### src/rtl/alu_arb_2ch.sv
// Round-robin two-channel front end for the shared 4-bit registered ALU.
// Optional macro ALU_ARB_OPCHECK_EN: opcode 3'b111 is answered locally with rsp_err=1.
module alu_arb_2ch #(
  parameter bit RESET_PRIO = 1'b0
) (
  input  logic       clk,
  input  logic       rst_n,
  input  logic       req_valid_0,
  input  logic       req_valid_1,
  output logic       req_ready_0,
  output logic       req_ready_1,
  input  logic [3:0] req_a_0,
  input  logic [3:0] req_a_1,
  input  logic [3:0] req_b_0,
  input  logic [3:0] req_b_1,
  input  logic [2:0] req_op_0,
  input  logic [2:0] req_op_1,
  output logic       rsp_valid_0,
  output logic       rsp_valid_1,
  input  logic       rsp_ready_0,
  input  logic       rsp_ready_1,
  output logic [4:0] rsp_data,
  output logic       rsp_zero,
  output logic       rsp_err,
  output logic [3:0] alu_a,
  output logic [3:0] alu_b,
  output logic [2:0] alu_op,
  input  logic [4:0] alu_result,
  output logic       busy
);
  typedef enum logic [1:0] {IDLE, EXEC, CAPT, RESP} state_t;

  state_t     state_q;
  logic       ptr_q, chan_q;
  logic [3:0] a_q, b_q;
  logic [2:0] op_q;
  logic [4:0] data_q;
  logic       zero_q;
  logic       gnt_0, gnt_1, acc, acc_ch, illegal, rsp_done;
  logic [3:0] sel_a, sel_b;
  logic [2:0] sel_op;

  // A lone requester always wins; the pointer only breaks ties.
  assign gnt_0  = req_valid_0 & (~req_valid_1 | ~ptr_q);
  assign gnt_1  = req_valid_1 & (~req_valid_0 |  ptr_q);
  assign req_ready_0 = rst_n & (state_q == IDLE) & gnt_0;
  assign req_ready_1 = rst_n & (state_q == IDLE) & gnt_1;
  assign acc    = req_ready_0 | req_ready_1;
  assign acc_ch = req_ready_1;
  assign sel_a  = acc_ch ? req_a_1  : req_a_0;
  assign sel_b  = acc_ch ? req_b_1  : req_b_0;
  assign sel_op = acc_ch ? req_op_1 : req_op_0;

`ifdef ALU_ARB_OPCHECK_EN
  assign illegal = (sel_op == 3'b111);
`else
  assign illegal = 1'b0;
`endif

  assign rsp_done    = (state_q == RESP) & (chan_q ? rsp_ready_1 : rsp_ready_0);
  assign rsp_valid_0 = (state_q == RESP) & ~chan_q;
  assign rsp_valid_1 = (state_q == RESP) &  chan_q;
  assign rsp_data    = data_q;
  assign rsp_zero    = zero_q;
  assign alu_a       = a_q;
  assign alu_b       = b_q;
  assign alu_op      = op_q;
  assign busy        = (state_q != IDLE);

  always_ff @(posedge clk or negedge rst_n) begin
    if (!rst_n) begin
      state_q <= IDLE;
      ptr_q   <= RESET_PRIO;
      chan_q  <= 1'b0;
      a_q     <= '0;
      b_q     <= '0;
      op_q    <= '0;
      data_q  <= '0;
      zero_q  <= 1'b0;
    end else begin
      case (state_q)
        IDLE: if (acc) begin
          chan_q <= acc_ch;
          if (illegal) begin
            // Answered locally; ALU operands keep their previous values.
            data_q  <= '0;
            zero_q  <= 1'b1;
            state_q <= RESP;
          end else begin
            a_q     <= sel_a;
            b_q     <= sel_b;
            op_q    <= sel_op;
            state_q <= EXEC;
          end
        end
        EXEC: state_q <= CAPT;
        CAPT: begin
          data_q  <= alu_result;
          zero_q  <= (alu_result == 5'd0);
          state_q <= RESP;
        end
        RESP: if (rsp_done) begin
          ptr_q   <= ~chan_q;
          state_q <= IDLE;
        end
        default: state_q <= IDLE;
      endcase
    end
  end

`ifdef ALU_ARB_OPCHECK_EN
  logic err_q;
  always_ff @(posedge clk or negedge rst_n) begin
    if (!rst_n)                       err_q <= 1'b0;
    else if (state_q == IDLE && acc)  err_q <= illegal;
  end
  assign rsp_err = err_q;
`else
  assign rsp_err = 1'b0;
`endif

endmodule

### config.mk
export PLATFORM = sky130hd
export DESIGN_NAME = alu_arb_2ch
export DESIGN_NICKNAME = d
export VERILOG_FILES = /design/src/rtl/alu_arb_2ch.sv
export SDC_FILE = /design/constraint.sdc
export NUM_CORES = 1
export LEC_CHECK = 0
export BUFFER_PORTS_ARGS = -buffer_cell sky130_fd_sc_hd__buf_2
export CELL_PAD_IN_SITES_DETAIL_PLACEMENT = 0
export CELL_PAD_IN_SITES_GLOBAL_PLACEMENT = 1
export CORE_ASPECT_RATIO = 1.75
export CORE_MARGIN = 10
export CORE_UTILIZATION = 25
export DETAILED_ROUTE_END_ITERATION = 10
export GPL_TIMING_DRIVEN = 0
export PLACE_DENSITY = 0.65
export SETUP_SLACK_MARGIN = 0.5
export SYNTH_ARGS = -nofsm -noshare
export SYNTH_HDL_FRONTEND = slang
export SYNTH_SLANG_ARGS = --single-unit
### constraint.sdc
create_clock -name clk -period 2 [get_ports clk]
set_clock_uncertainty 0.2 [all_clocks]
set_input_delay 0.1 -clock clk [delete_from_list [all_inputs] [get_ports clk]]
set_output_delay 0.1 -clock clk [all_outputs]
set_load 0.05 [all_outputs]
# After elaboration in Yosys (flattened, before gate mapping)
# Cells that the tools add are included.
# totals
regBits	21
inputBits	33
wordCells	41
# classes
n_eq_ne	5
n_mux	7
n_bitwise	15
n_reduce_logical	6
# ops
cell	n
$and 1x1->1	8
$mux 4	2
$pmux 2 s4	1
$reduce_and 2->1	3
$logic_not 5->1	1
$eq 2x2->1 const B	2
$mux 2	2
$ne 2x2->1 const B	2
$not 1->1	4
$mux 3	1
$or 1x1->1	3
$eq 2x1->1 const B	1
$logic_not 2->1	1
$reduce_bool 2->1	1
$mux 1	1

# Depth between registers and ports, before layout
# Gate-level depths: netlist (run 1).
# logic_depth
depth_word	7
ltp_mapped	6

# Worst setup path after synthesis (run 1)
# Ideal clock, no wire load.
# synth_path
path_kind	register -> register
startpoint	reg state_q[0]
endpoint	reg chan_q
arrival_time_ps	1743
required_ps	1631
slack_ps	-112
stages_incl_launch_ff	6
path_buffers	0
synth_period_minus_slack_ps	2112
cell_sequence	dfrtp_1 -> inv_1 -> ha_1 -> nand3_1 -> a21oi_1 -> o21ai_0
# synth_between
elab_chain_len	5
# synth_lines
element	line	rtl
start: declaration	33	state_t state_q;
start signal: assignment	72	state_q <= IDLE;
start signal: assignment	88	state_q <= RESP;
start signal: assignment	93	state_q <= EXEC;
$logic_not 2->1	46	assign req_ready_0 = rst_n & (state_q == IDLE) & gnt_0;
$and 1x1->1 (2 in a row)	46	
net req_ready_0	10	output logic req_ready_0,
$or 1x1->1	48	assign acc = req_ready_0 | req_ready_1;
$reduce_and 2->1 (no line)	-	
end signal: assignment	83	chan_q <= acc_ch;
end: declaration	34	logic ptr_q, chan_q;
# The timed path passes the listed nets, and every way through them passes these cells.
# A chain may end at the register's enable or synchronous reset.

# Final worst setup path (run 1)
# layout_path
startpoint	reg state_q[0]
endpoint	out req_ready_1
# layout_between
elab_chain_len	3
# layout_lines
element	line	rtl
$logic_not 2->1	47	assign req_ready_1 = rst_n & (state_q == IDLE) & gnt_1;
$and 1x1->1 (2 in a row)	47	
end: declaration	11	output logic req_ready_1,
# Every way passes these cells.

==> flow_metrics.tcl, run 1 <==
set metrics [dict create \
    hpwl_dp_mm 2.846 \
    cap_viol_max_count 0 \
    h_tree_level_count 1 \
    area_delta_synth_final_pct 80.84 \
    post-synth-top-area-cell "dfrtp_1" \
    dp_cells 205 \
    pin_count_of_the_biggest_net_entering_global_routing 26 \
    cts_hold_buffers 18 \
    crit_fanout 4 \
    overflow 0 \
    antennaDiodeCount 0 \
    max_slew.worst_pin.slew_ns 0.6207 \
    hold_class "in2async" \
    syn_area_per_cell_um2 11.56 \
    power.clock.fraction_pct 8.7 \
    worstSetupPathType "reg2out" \
    rows 32 \
    synth.yosys.seq_area_share_pct 45.45 \
    finalMaxSlewViolations 0 \
    crit_path_dat_ns 1.56 \
    final.setup.tns_ns 0 \
    flip_flop_and_latch_count_after_synthesis 21 \
    syn_inst 100 \
    net-switching-power_mw 1.573 \
    synth_enable_flop_cells 0 \
    startpoint_type "register" \
    ys.warnings.count 0 \
    worst_slack_setup_final_ns 0.1416 \
    nets 235 \
    detail_route.wirelength_mm 4.124 \
    required_ns 1.70 \
    violations "negative hold slack" \
    reg2reg_from "state_q[0]" \
    ioPinCount 56 \
    die_area_um2 7852 \
    ys_top_cells_by_area "dfrtp_1 45%, nor3b_1 7.1%, a221o_1 6.9%, mux2_2 5.8%, and2_2 5.2%" \
    initial_utilization_pct 26.01 \
    power.ir.vdd_worst_uv 823.3 \
    clock_path_buffers 2 \
    crit_chain "inv_2 -> ha_4 -> nand3_4 -> or2_4 -> buf_8 -> clkinvlp_4 -> buf_8" \
    cp_common_cell "buf_8" \
    place_worst_setup_slack_ns 0.08552 \
    antenna_violations_before_repair 0 \
    dieHeight_um 110.0 \
    synth.distinct_cells 29 \
    fraction_of_power_spent_switching_nets_pct 47.24 \
    pwr_density_cell_nw_per_um2 1592 \
    mappedNetlistNets 137 \
    gpl.final_weighted_congestion 0.6786 \
    drcViolationCount 0 \
    detail_route.vias_per_cell 4.714 \
    grt_pass1_wl_mm 6.368 \
    drt-pass1-iter-count 4 \
    timing.final.crit_share_pct 92.92 \
    fmaxAchievable_ghz 0.5381 \
    routedWlPerCell_um 16.63 \
    first_iter_violations 70 \
    seq_power_share_pct 23.1 \
    cts_tree "done" \
    endpoint_kind "output pin" \
    numPortBuffers 54 \
    status "complete, but fails checks" \
    netlist_area_pre_place_um2 1156 \
    yosys_most_used_dff "dfrtp_1" \
    setup_viol 0 \
    timing_hold_violations_final 21 \
    share_of_final_layout_standard_cells_stronger_than_drive_strength_1_pct 60.41 \
    globalRouteTotalUtil_pct 9.971 \
    timing.final.crit_period_ns 1.858 \
    clock_insertion_delay_worst_skew_ns 0.26 \
    crit_start "state_q[0]" \
    leakagePower_nw 1.010 \
    power.combinational.fraction_pct 68.2 \
    drtAntennaViolNets 0 \
    critical-path-slowest-cell "dfrtp_1" \
    via_count_of_the_first_global_routing_pass 1303 \
    cts_root_buf "clkbuf_8" \
    die-width_um 71.41 \
    worst_slew_margin_rel_pct 58.62 \
    clk_pin_slew_ns 0.08 \
    cts_made_buffers 3 \
    core_area_um2 4444 \
    internal_power_mw 1.756 \
    dr_total_vias 1169 \
    cpPeakStageDelay_ns 0.39 \
    synth_top_cell_area_share_pct 45.45 \
    rsz0062_at_grt "true" \
    fraction_of_synthesis_flops_using_an_asynchronous_set_or_reset_pin_pct 100.0 \
    whs_ns -0.3578 \
    cts_num_sinks 21 \
    final_cell_count_no_fill 248 \
]
[worst paths after layout]
| kind | slack, ns | endpoint | depth (start not counted) |
|---|---|---|---|
| min in group clk | 0.04 | alu_a[0] | 3 |
| max reg2reg | 0.15 | alu_b[3] | 7 |
| max | 0.14 | req_ready_1 | 7 |
| max in group asynchronous | 1.56 | rsp_zero | 1 |
| min | -0.36 | chan_q | 1 |
| min reg2reg | 0.31 | alu_b[1] | 1 |
[repair_timing]
item,in CTS,in global routing
resized for setup,25,23
cloned,1,1
setup endpoints to repair,24,25
buffers inserted,14,5
pin swaps,6,9
hold endpoints to repair,39,21
[sequential cells by signal, indices dropped and copies added (netlist names)]
name      count
chan_q        1
alu_b         4
rsp_data      5
alu_op        3
ptr_q         1
alu_a         4
state_q       2
rsp_zero      1
[cells in the final DEF (no fill, tap or decap), drive strengths merged]
master         n
nand2          2
or2            1
o21ai          3
nor2b          2
o211a          1
dlygate4sd3   18
dlymetal6s2s   1
clkinv         1
nor2           2
a21oi          2
nor3b         11
o211ai         1
ha             4
nand3          3
buf           78
mux2i          2
clkinvlp       1
clkbuf         6
a221o         11
conb           1
dfrtp         21
inv            5
mux2           6
and2          12
nor3           1
a22oi          1
[metal layers]
layer	share of wire [%]	vias up	global-route usage, %	wire length (um)
li1	-	550	-	-
met4	1.4	0	3.194	58
met3	7.1	7	3.249	294
met5	0	-	0	0
met1	40	570	10.92	1647
met2	52	42	17.59	2124
[through the flow]
| step | power, mW | utilization [%] | cell area [um^2] | hold slack, ns |
|---|---|---|---|---|
| after floorplan | 2.028 | - | 1181 | -0.3956 |
| after global placement | 2.399 | 34.09 | 1515 | -0.08492 |
| after detailed placement | 2.452 | 34.09 | 1515 | -0.07071 |
| after CTS | 3.094 | 44.23 | 1966 | -0.3508 |
| after global routing | 3.508 | 47.04 | 2091 | -0.3372 |
| final | 3.329 | 47.04 | 2091 | -0.3578 |
[cell type report]
cell class	instances	area [um^2]
repair buffers	93	689.4
fillers	413	2354
inverters	6	28.78
multi-input cells	66	644.4
plain buffers	7	92.59
well taps	51	63.81
clock inverters	1	5.005
flip-flops and latches	21	525.5
clock buffers	3	41.29
[synth_stat cells (all sizes together) (2+ instances only)]
library cell	instances
nor3b	11
nor2b	2
nand2	2
a21oi	2
mux2i	2
a221o	11
and2	12
nor2	2
inv	6
mux2	6
buf	2
o21ai	3
ha	4
nand3	3
clkbuf	4
dfrtp	21
[power by group through the flow]
stage | Combinational (mW) | Clock (mW) | Sequential (mW)
3_5_place_dp | 1.67 | 0 | 0.777
3_3_place_gp | 1.64 | 0 | 0.763
5_1_grt | 2.39 | 0.322 | 0.797
6_report | 2.27 | 0.290 | 0.768
4_1_cts | 2.03 | 0.299 | 0.764
2_1_floorplan | 0.677 | 0 | 1.35
[kinds of logic after synthesis]
| kind of cell | share of synthesized area (%) |
|---|---|
| muxes | 7.575 |
| other | 0.3244 |
| buffers and inverters | 7.684 |
| AOI/OAI and AO/OA | 14.18 |
| adders and majority gates | 4.329 |
| and+or+nand+nor | 20.45 |
| DFF | 45.45 |
[critical path: cells and delay by family (launching register included)]
| kind | cells | cell delay (ns) |
|---|---|---|
| fa+ha+maj | 1 | 0.17 |
| buf+inv | 4 | 0.40 |
| simple gates | 2 | 0.32 |
| flops | 1 | 0.39 |
No activity file was read; power rests on OpenSTA's default activity.
==> inputs of run 2 (changes only) <==
ABC_AREA = 1   (was not set)
CORE_ASPECT_RATIO = 1.5   (was 1.75)
PLACE_DENSITY = 0.7   (was 0.65)
==> run 2 against run 1 <==
Against the previous run: the run still ends with negative hold slack left; cell area is 2.0% lower; synthesized cell count rose by 53%; sequential share of layout area is 0.51 points higher; routed wire length is 3.2% lower; setup slack gained 0.14 ns; die area decreased by 1.9%; core utilization down 1.2 points; register-to-register slack better by 0.20 ns; combinational power shrank 13%; fmax increased by 8.0%; clock-buffer cell count did not move; clock power down 3%; largest cell class unchanged.
==> flow_metrics.tcl, run 2 <==
set metrics [dict create \
    status "complete, but fails checks" \
    violations "negative hold slack" \
    crit_path_dat_ns 1.42 \
    cts_tree "done" \
    yosys_most_used_dff "dfrtp_1" \
    numPortBuffers 54 \
    dieHeight_um 102.6 \
    sequential_cell_area_um2 525.5 \
    core_area_um2 4467 \
    fillers 447 \
    clock_insertion_delay_worst_skew_ns 0.26 \
    detail_route.wirelength_mm 3.993 \
    power.combinational.fraction_pct 66.1 \
    detail_route.vias_per_cell 4.309 \
    syn_inst 153 \
    antennaDiodeCount 0 \
    grt_pass1_wl_mm 6.768 \
    die_area_um2 7703 \
    dp_cells 255 \
    die-width_um 75.07 \
    clock_path_buffers 2 \
    cap_viol_max_count 0 \
    antenna_violations_before_repair 0 \
    globalRouteTotalUtil_pct 11.21 \
    power.ir.vdd_worst_uv 799.9 \
    via_count_of_the_first_global_routing_pass 1522 \
    synth_top_cell_area_share_pct 46.20 \
    timing_hold_violations_final 1 \
    crit_start "state_q[0]" \
    ioPinCount 56 \
    final.setup.tns_ns 0 \
    whs_ns -0.01579 \
    cts_num_sinks 21 \
    pwr_density_cell_nw_per_um2 1460 \
    drcViolationCount 0 \
    mostFrequentLayoutCells "78 x nand2_1, 50 x buf_2, 29 x dlygate4sd3_1" \
    crit_end "req_ready_1" \
    hold_class "in2reg" \
    final_cell_count_no_fill 301 \
    syn_area_per_cell_um2 7.434 \
    dr_total_vias 1297 \
    max_slew.worst_pin.slew_ns 1.008 \
    ys.warnings.count 0 \
    worst_slew_margin_rel_pct 32.59 \
    layout_commonest_cell "nand2_1" \
    routedWlPerCell_um 13.27 \
    power_mw 2.992 \
    drt-pass1-iter-count 4 \
    synth.distinct_cells 18 \
    worst_slack_setup_final_ns 0.2795 \
    flip_flop_and_latch_count_after_synthesis 21 \
    timing.final.crit_period_ns 1.720 \
    rrSetupSlack_ns 0.35 \
    required_ns 1.70 \
    synth_enable_flop_cells 0 \
    rows 30 \
    nets 291 \
    r2r.worst_path.cells 11 \
    fraction_of_power_spent_switching_nets_pct 51.32 \
    timing.final.crit_share_pct 86.02 \
    drtAntennaViolNets 0 \
    power.clock.fraction_pct 9.3 \
    dpl_cell_area_um2 1488 \
    gpl.final_weighted_congestion 0.7137 \
    worstSetupPathType "reg2out" \
    mappedNetlistNets 190 \
    setup_viol 0 \
    cts_root_buf "clkbuf_8" \
    synth_commonest_cells "80 x nand2_1, 21 x dfrtp_1, 14 x nand3_1, 10 x inv_1, 5 x nor2_1" \
    place_worst_setup_slack_ns 0.2015 \
    worst_r2r_endpoint "alu_op[2]" \
    ys_top_cells_by_area "dfrtp_1 46%, nand2_1 26%, nand3_1 6.2%, ha_1 4.4%, buf_6 4.0%" \
    multi_input_gate_area_in_the_final_layout_um2 595.6 \
    share_of_final_layout_standard_cells_stronger_than_drive_strength_1_pct 39.92 \
    hpwl_dp_mm 2.647 \
    rsz0062_at_grt "true" \
    net-switching-power_mw 1.535 \
    synth.yosys.seq_area_share_pct 46.20 \
    cts_made_buffers 3 \
    largest_register_ff_count 5 \
    post-synth-top-area-cell "dfrtp_1" \
    crit_fanout 2 \
    first_iter_violations 52 \
    endpoint_kind "output pin" \
    clk_pin_slew_ns 0.08 \
    pin_count_of_the_biggest_net_entering_global_routing 22 \
    overflow 0 \
    h_tree_level_count 1 \
    startpoint_type "register" \
    fraction_of_synthesis_flops_using_an_asynchronous_set_or_reset_pin_pct 100.0 \
    internal_power_mw 1.456 \
    initial_utilization_pct 25.46 \
    finalMaxSlewViolations 0 \
    synth.most_common_cell "nand2_1" \
    netlist_area_pre_place_um2 1137 \
    reg2reg_from "state_q[0]" \
    fmaxAchievable_ghz 0.5812 \
    leakagePower_nw 1.127 \
    fin_area_um2 2049 \
    area_delta_synth_final_pct 80.20 \
    seq_power_share_pct 24.6 \
]
-- run 2: changes by cell type after synthesis, moves of 4 or more --
cell / change
a221o_1: -8
and2_1: -4
and2_2: -8
inv_1: +4
mux2_2: -6
nand2_1: +78
nand3_1: +12
nor3b_1: -11
-- run 2: worst min-delay path by stage --
stage                startpoint          to  slack, ns  depth (start not counted)
detailed placement        rst_n       ptr_q      -0.08                          1
finish               req_b_1[2]    alu_b[2]      -0.02                          5
global placement          rst_n  state_q[0]      -0.09                          1
CTS                 req_valid_0    alu_b[2]      -0.03                          4
floorplan                 rst_n    alu_a[0]      -0.40                          0
global route        req_valid_0    alu_b[2]      0.004                          4
-- run 2: cells by family (layout without fill, tap and decap cells) --
family	count (synthesis)	after routing	synth area share, %
adder cells (fa/ha/maj)	4	4	4.401
other	1	1	0.3297
flip-flops	21	21	46.20
buffers and inverters	18	118	9.021
AND/OR/NAND/NOR	103	103	36.85
AO/OA/AOI/OAI	6	6	3.190
-- run 2: per-stage QoR --
stage	hold slack (ns)	util (%)
finish	-0.01579	45.88
global route	0.003675	45.88
CTS	-0.03071	44.17
detailed placement	-0.08318	33.31
global placement	-0.08865	33.31
floorplan	-0.3956	-
-- run 2: cell type report --
| type | instances | area share, % |
|---|---|---|
| repair buffers | 96 | 34.55 |
| multi-input cells | 114 | 29.06 |
| flip-flops and latches | 21 | 25.64 |
| well taps | 48 | 2.930 |
| plain buffers | 6 | 2.808 |
| inverters | 12 | 2.747 |
| clock buffers | 3 | 2.015 |
| clock inverters | 1 | 0.2442 |
-- run 2: per-layer routing --
metal  GRT usage (%)  share of wire (%)
met4           5.263                2.0
met1           10.50                 37
met3           3.083                7.0
met5               0                  0
met2           21.32                 54
-- run 2: critical path, cell delays in order (launching register included) --
cell	delay [ns]
dfrtp_1	0.39
inv_2	0.09
ha_4	0.15
nand2_4	0.06
nor2_4	0.09
nand2_2	0.06
buf_6	0.12
clkinvlp_4	0.06
buf_8	0.14
-- run 2: power groups by stage --
stage / clock network [mW] / logic, mW / registers, mW
detailed placement: 0 / 1.55 / 0.747
finish: 0.280 / 1.98 / 0.735
CTS: 0.301 / 1.83 / 0.735
global route: 0.311 / 2.15 / 0.765
global placement: 0 / 1.54 / 0.747
floorplan: 0 / 0.631 / 1.28
-- run 2: what timing repair did --
action,4_1_cts,5_1_grt
hold endpoints to repair,39,0
gates cloned,1,0
pin swaps,2,4
hold buffers,29,0
setup endpoints to repair,20,41
buffers inserted,8,4
gates resized for setup,23,15
==> inputs of run 3 (changes only) <==
ABC_AREA = 0   (was 1)
PLACE_DENSITY = not set   (was 0.7)
PLACE_DENSITY_LB_ADDON = 0.1   (was not set)
==> run 3 against run 2 <==
Against the previous run: the run still ends with negative hold slack left; combinational power rose by 9%; non-clock buffer count decreased by 5; die area is 1.3% higher; routed wire length shrank 7.0%; clock-buffer cell count unchanged; critical path type unchanged; critical endpoint unchanged; largest power group unchanged.
==> flow_metrics.tcl, run 3 (synthesis gave the netlist of run 1 again) <==
set metrics [dict create \
    status "complete, but fails checks" \
    violations "negative hold slack" \
    largest_register_ff_count 5 \
    crit_fanout 5 \
    dpl_cell_area_um2 1511 \
    area_delta_synth_final_pct 75.87 \
    antenna_violations_before_repair 0 \
    setup_viol 0 \
    power_mw 3.206 \
    max_slew.worst_pin.slew_ns 0.6058 \
    gpl.final_weighted_congestion 0.7357 \
    cts_tree "done" \
    fin_area_um2 2033 \
    globalRouteTotalUtil_pct 9.639 \
    antennaDiodeCount 0 \
    cts_num_sinks 21 \
    clock_path_buffers 2 \
    hold_class "in2async" \
    rows 30 \
    routed_length_on_met2_mm 1.818 \
    final.setup.tns_ns 0 \
    numPortBuffers 54 \
    nets 232 \
    routedWlPerCell_um 15.34 \
    fmaxAchievable_ghz 0.5362 \
    cts_hold_buffers 16 \
    die-width_um 75.53 \
    ioPinCount 56 \
    drtAntennaViolNets 0 \
    worstSetupPathType "reg2out" \
    finalMaxSlewViolations 0 \
    top_layer_used "met4" \
    initial_utilization_pct 25.67 \
    mostFrequentLayoutCells "49 x buf_2, 21 x dfrtp_1, 16 x buf_4, 16 x dlygate4sd3_1, 11 x nor3b_1" \
    drt-pass1-iter-count 4 \
    pwr_density_cell_nw_per_um2 1577 \
    cts_made_buffers 3 \
    crit_path_dat_ns 1.57 \
    sequential_cell_area_um2 525.5 \
    die_area_um2 7801 \
    leakagePower_nw 0.9871 \
    detail_route.wirelength_mm 3.712 \
    h_tree_level_count 1 \
    final_cell_count_no_fill 242 \
    cap_viol_max_count 0 \
    cts_root_buf "clkbuf_8" \
    drcViolationCount 0 \
    dieHeight_um 103.3 \
    detail_route.vias_per_cell 4.574 \
    clk_pin_slew_ns 0.08 \
    timing.final.crit_period_ns 1.865 \
    overflow 0 \
    multi_input_gate_area_in_the_final_layout_um2 645.6 \
    required_ns 1.70 \
    fillers 428 \
    wl_met3_um 354 \
    layout_commonest_cell "buf_2" \
    timing.final.crit_share_pct 93.25 \
    power.ir.vdd_worst_uv 928.0 \
    via_count_of_the_first_global_routing_pass 1215 \
    pin_count_of_the_biggest_net_entering_global_routing 26 \
    grt_pass1_wl_mm 5.844 \
    startpoint_type "register" \
    hpwl_dp_mm 2.648 \
    clock_insertion_delay_worst_skew_ns 0.27 \
    first_iter_violations 33 \
    endpoint_kind "output pin" \
    whs_ns -0.3674 \
    rsz0062_at_grt "true" \
    post_route_m1_wl_mm 1.500 \
    dp_cells 202 \
    core_area_um2 4504 \
    share_of_final_layout_standard_cells_stronger_than_drive_strength_1_pct 59.79 \
    dr_total_vias 1107 \
    worst_slew_margin_rel_pct 59.61 \
    timing_hold_violations_final 21 \
]
run 3: changes by cell type in the layout (fill, tap and decap cells not counted), sizes merged, moves of 2 or more:
| cell | before | now |
|---|---|---|
| nor2 | 6 | 2 |
| nor3b | 0 | 11 |
| dlygate4sd3 | 29 | 16 |
| clkbuf | 3 | 6 |
| nand3 | 14 | 3 |
| nor2b | 0 | 2 |
| and2 | 0 | 12 |
| a221o | 0 | 11 |
| mux2i | 0 | 2 |
| buf | 73 | 77 |
| nand2 | 82 | 2 |
| inv | 11 | 5 |
| mux2 | 0 | 6 |
run 3: what timing repair did:
item / 4_1_cts / 5_1_grt
setup buffers: 15 / 5
pin swaps: 3 / 2
gates cloned: 0 / 0
resized for setup: 25 / 18
endpoints found under the hold margin: 37 / 21
setup endpoints to repair: 24 / 25
run 3: cell type report:
cell class              instances  share of cell area [%]
clock buffers                   3                   2.031
repair buffers                 90                   31.57
well taps                      48                   2.954
flip-flops and latches         21                   25.85
plain buffers                   7                   4.185
multi-input cells              66                   31.75
clock inverters                 1                  0.2462
inverters                       6                   1.415
run 3: path summary, 6_finish.rpt:
kind,start,endpoint,slack [ns],depth (start not counted)
worst max-delay path,state_q[0],req_ready_1,0.13,7
worst min register to register,rsp_data[1],rsp_data[1],0.31,1
max in group asynchronous,rst_n,alu_b[2],1.56,1
worst min-delay path,rst_n,alu_a[3],-0.37,1
min in group clk,req_op_0[0],alu_op[0],0,3
worst max register to register,state_q[0],alu_b[1],0.16,7
run 3: power by group:
part           leakage, nW  switching [mW]  internal, mW  total (mW)
Combinational        0.713            1.24         0.917        2.16
Sequential           0.249           0.127         0.634       0.760
Clock               0.0255           0.146         0.139       0.285
run 3: metrics by stage:
step / setup slack (ns) / utilization (%)
2_1_floorplan: 0.2904 / -
3_3_place_gp: 0.03011 / 33.56
3_5_place_dp: 0.04334 / 33.56
4_1_cts: 0.1291 / 42.64
5_1_grt: 0.06235 / 45.14
6_report: 0.1349 / 45.14
run 3: critical path, stage by stage (launching register included):
cell and delay (ns):
dfrtp_1 0.40, inv_2 0.08, ha_4 0.16, nand3_4 0.06, or2_4 0.26, buf_8 0.13
clkinvlp_4 0.06, buf_8 0.13
run 3: per-layer routing:
| metal | GRT usage, % | up-vias |
|---|---|---|
| met5 | 0 | - |
| met4 | 3.013 | 0 |
| met3 | 3.438 | 4 |
| met2 | 16.41 | 42 |
| met1 | 10.82 | 520 |
| li1 | - | 541 |
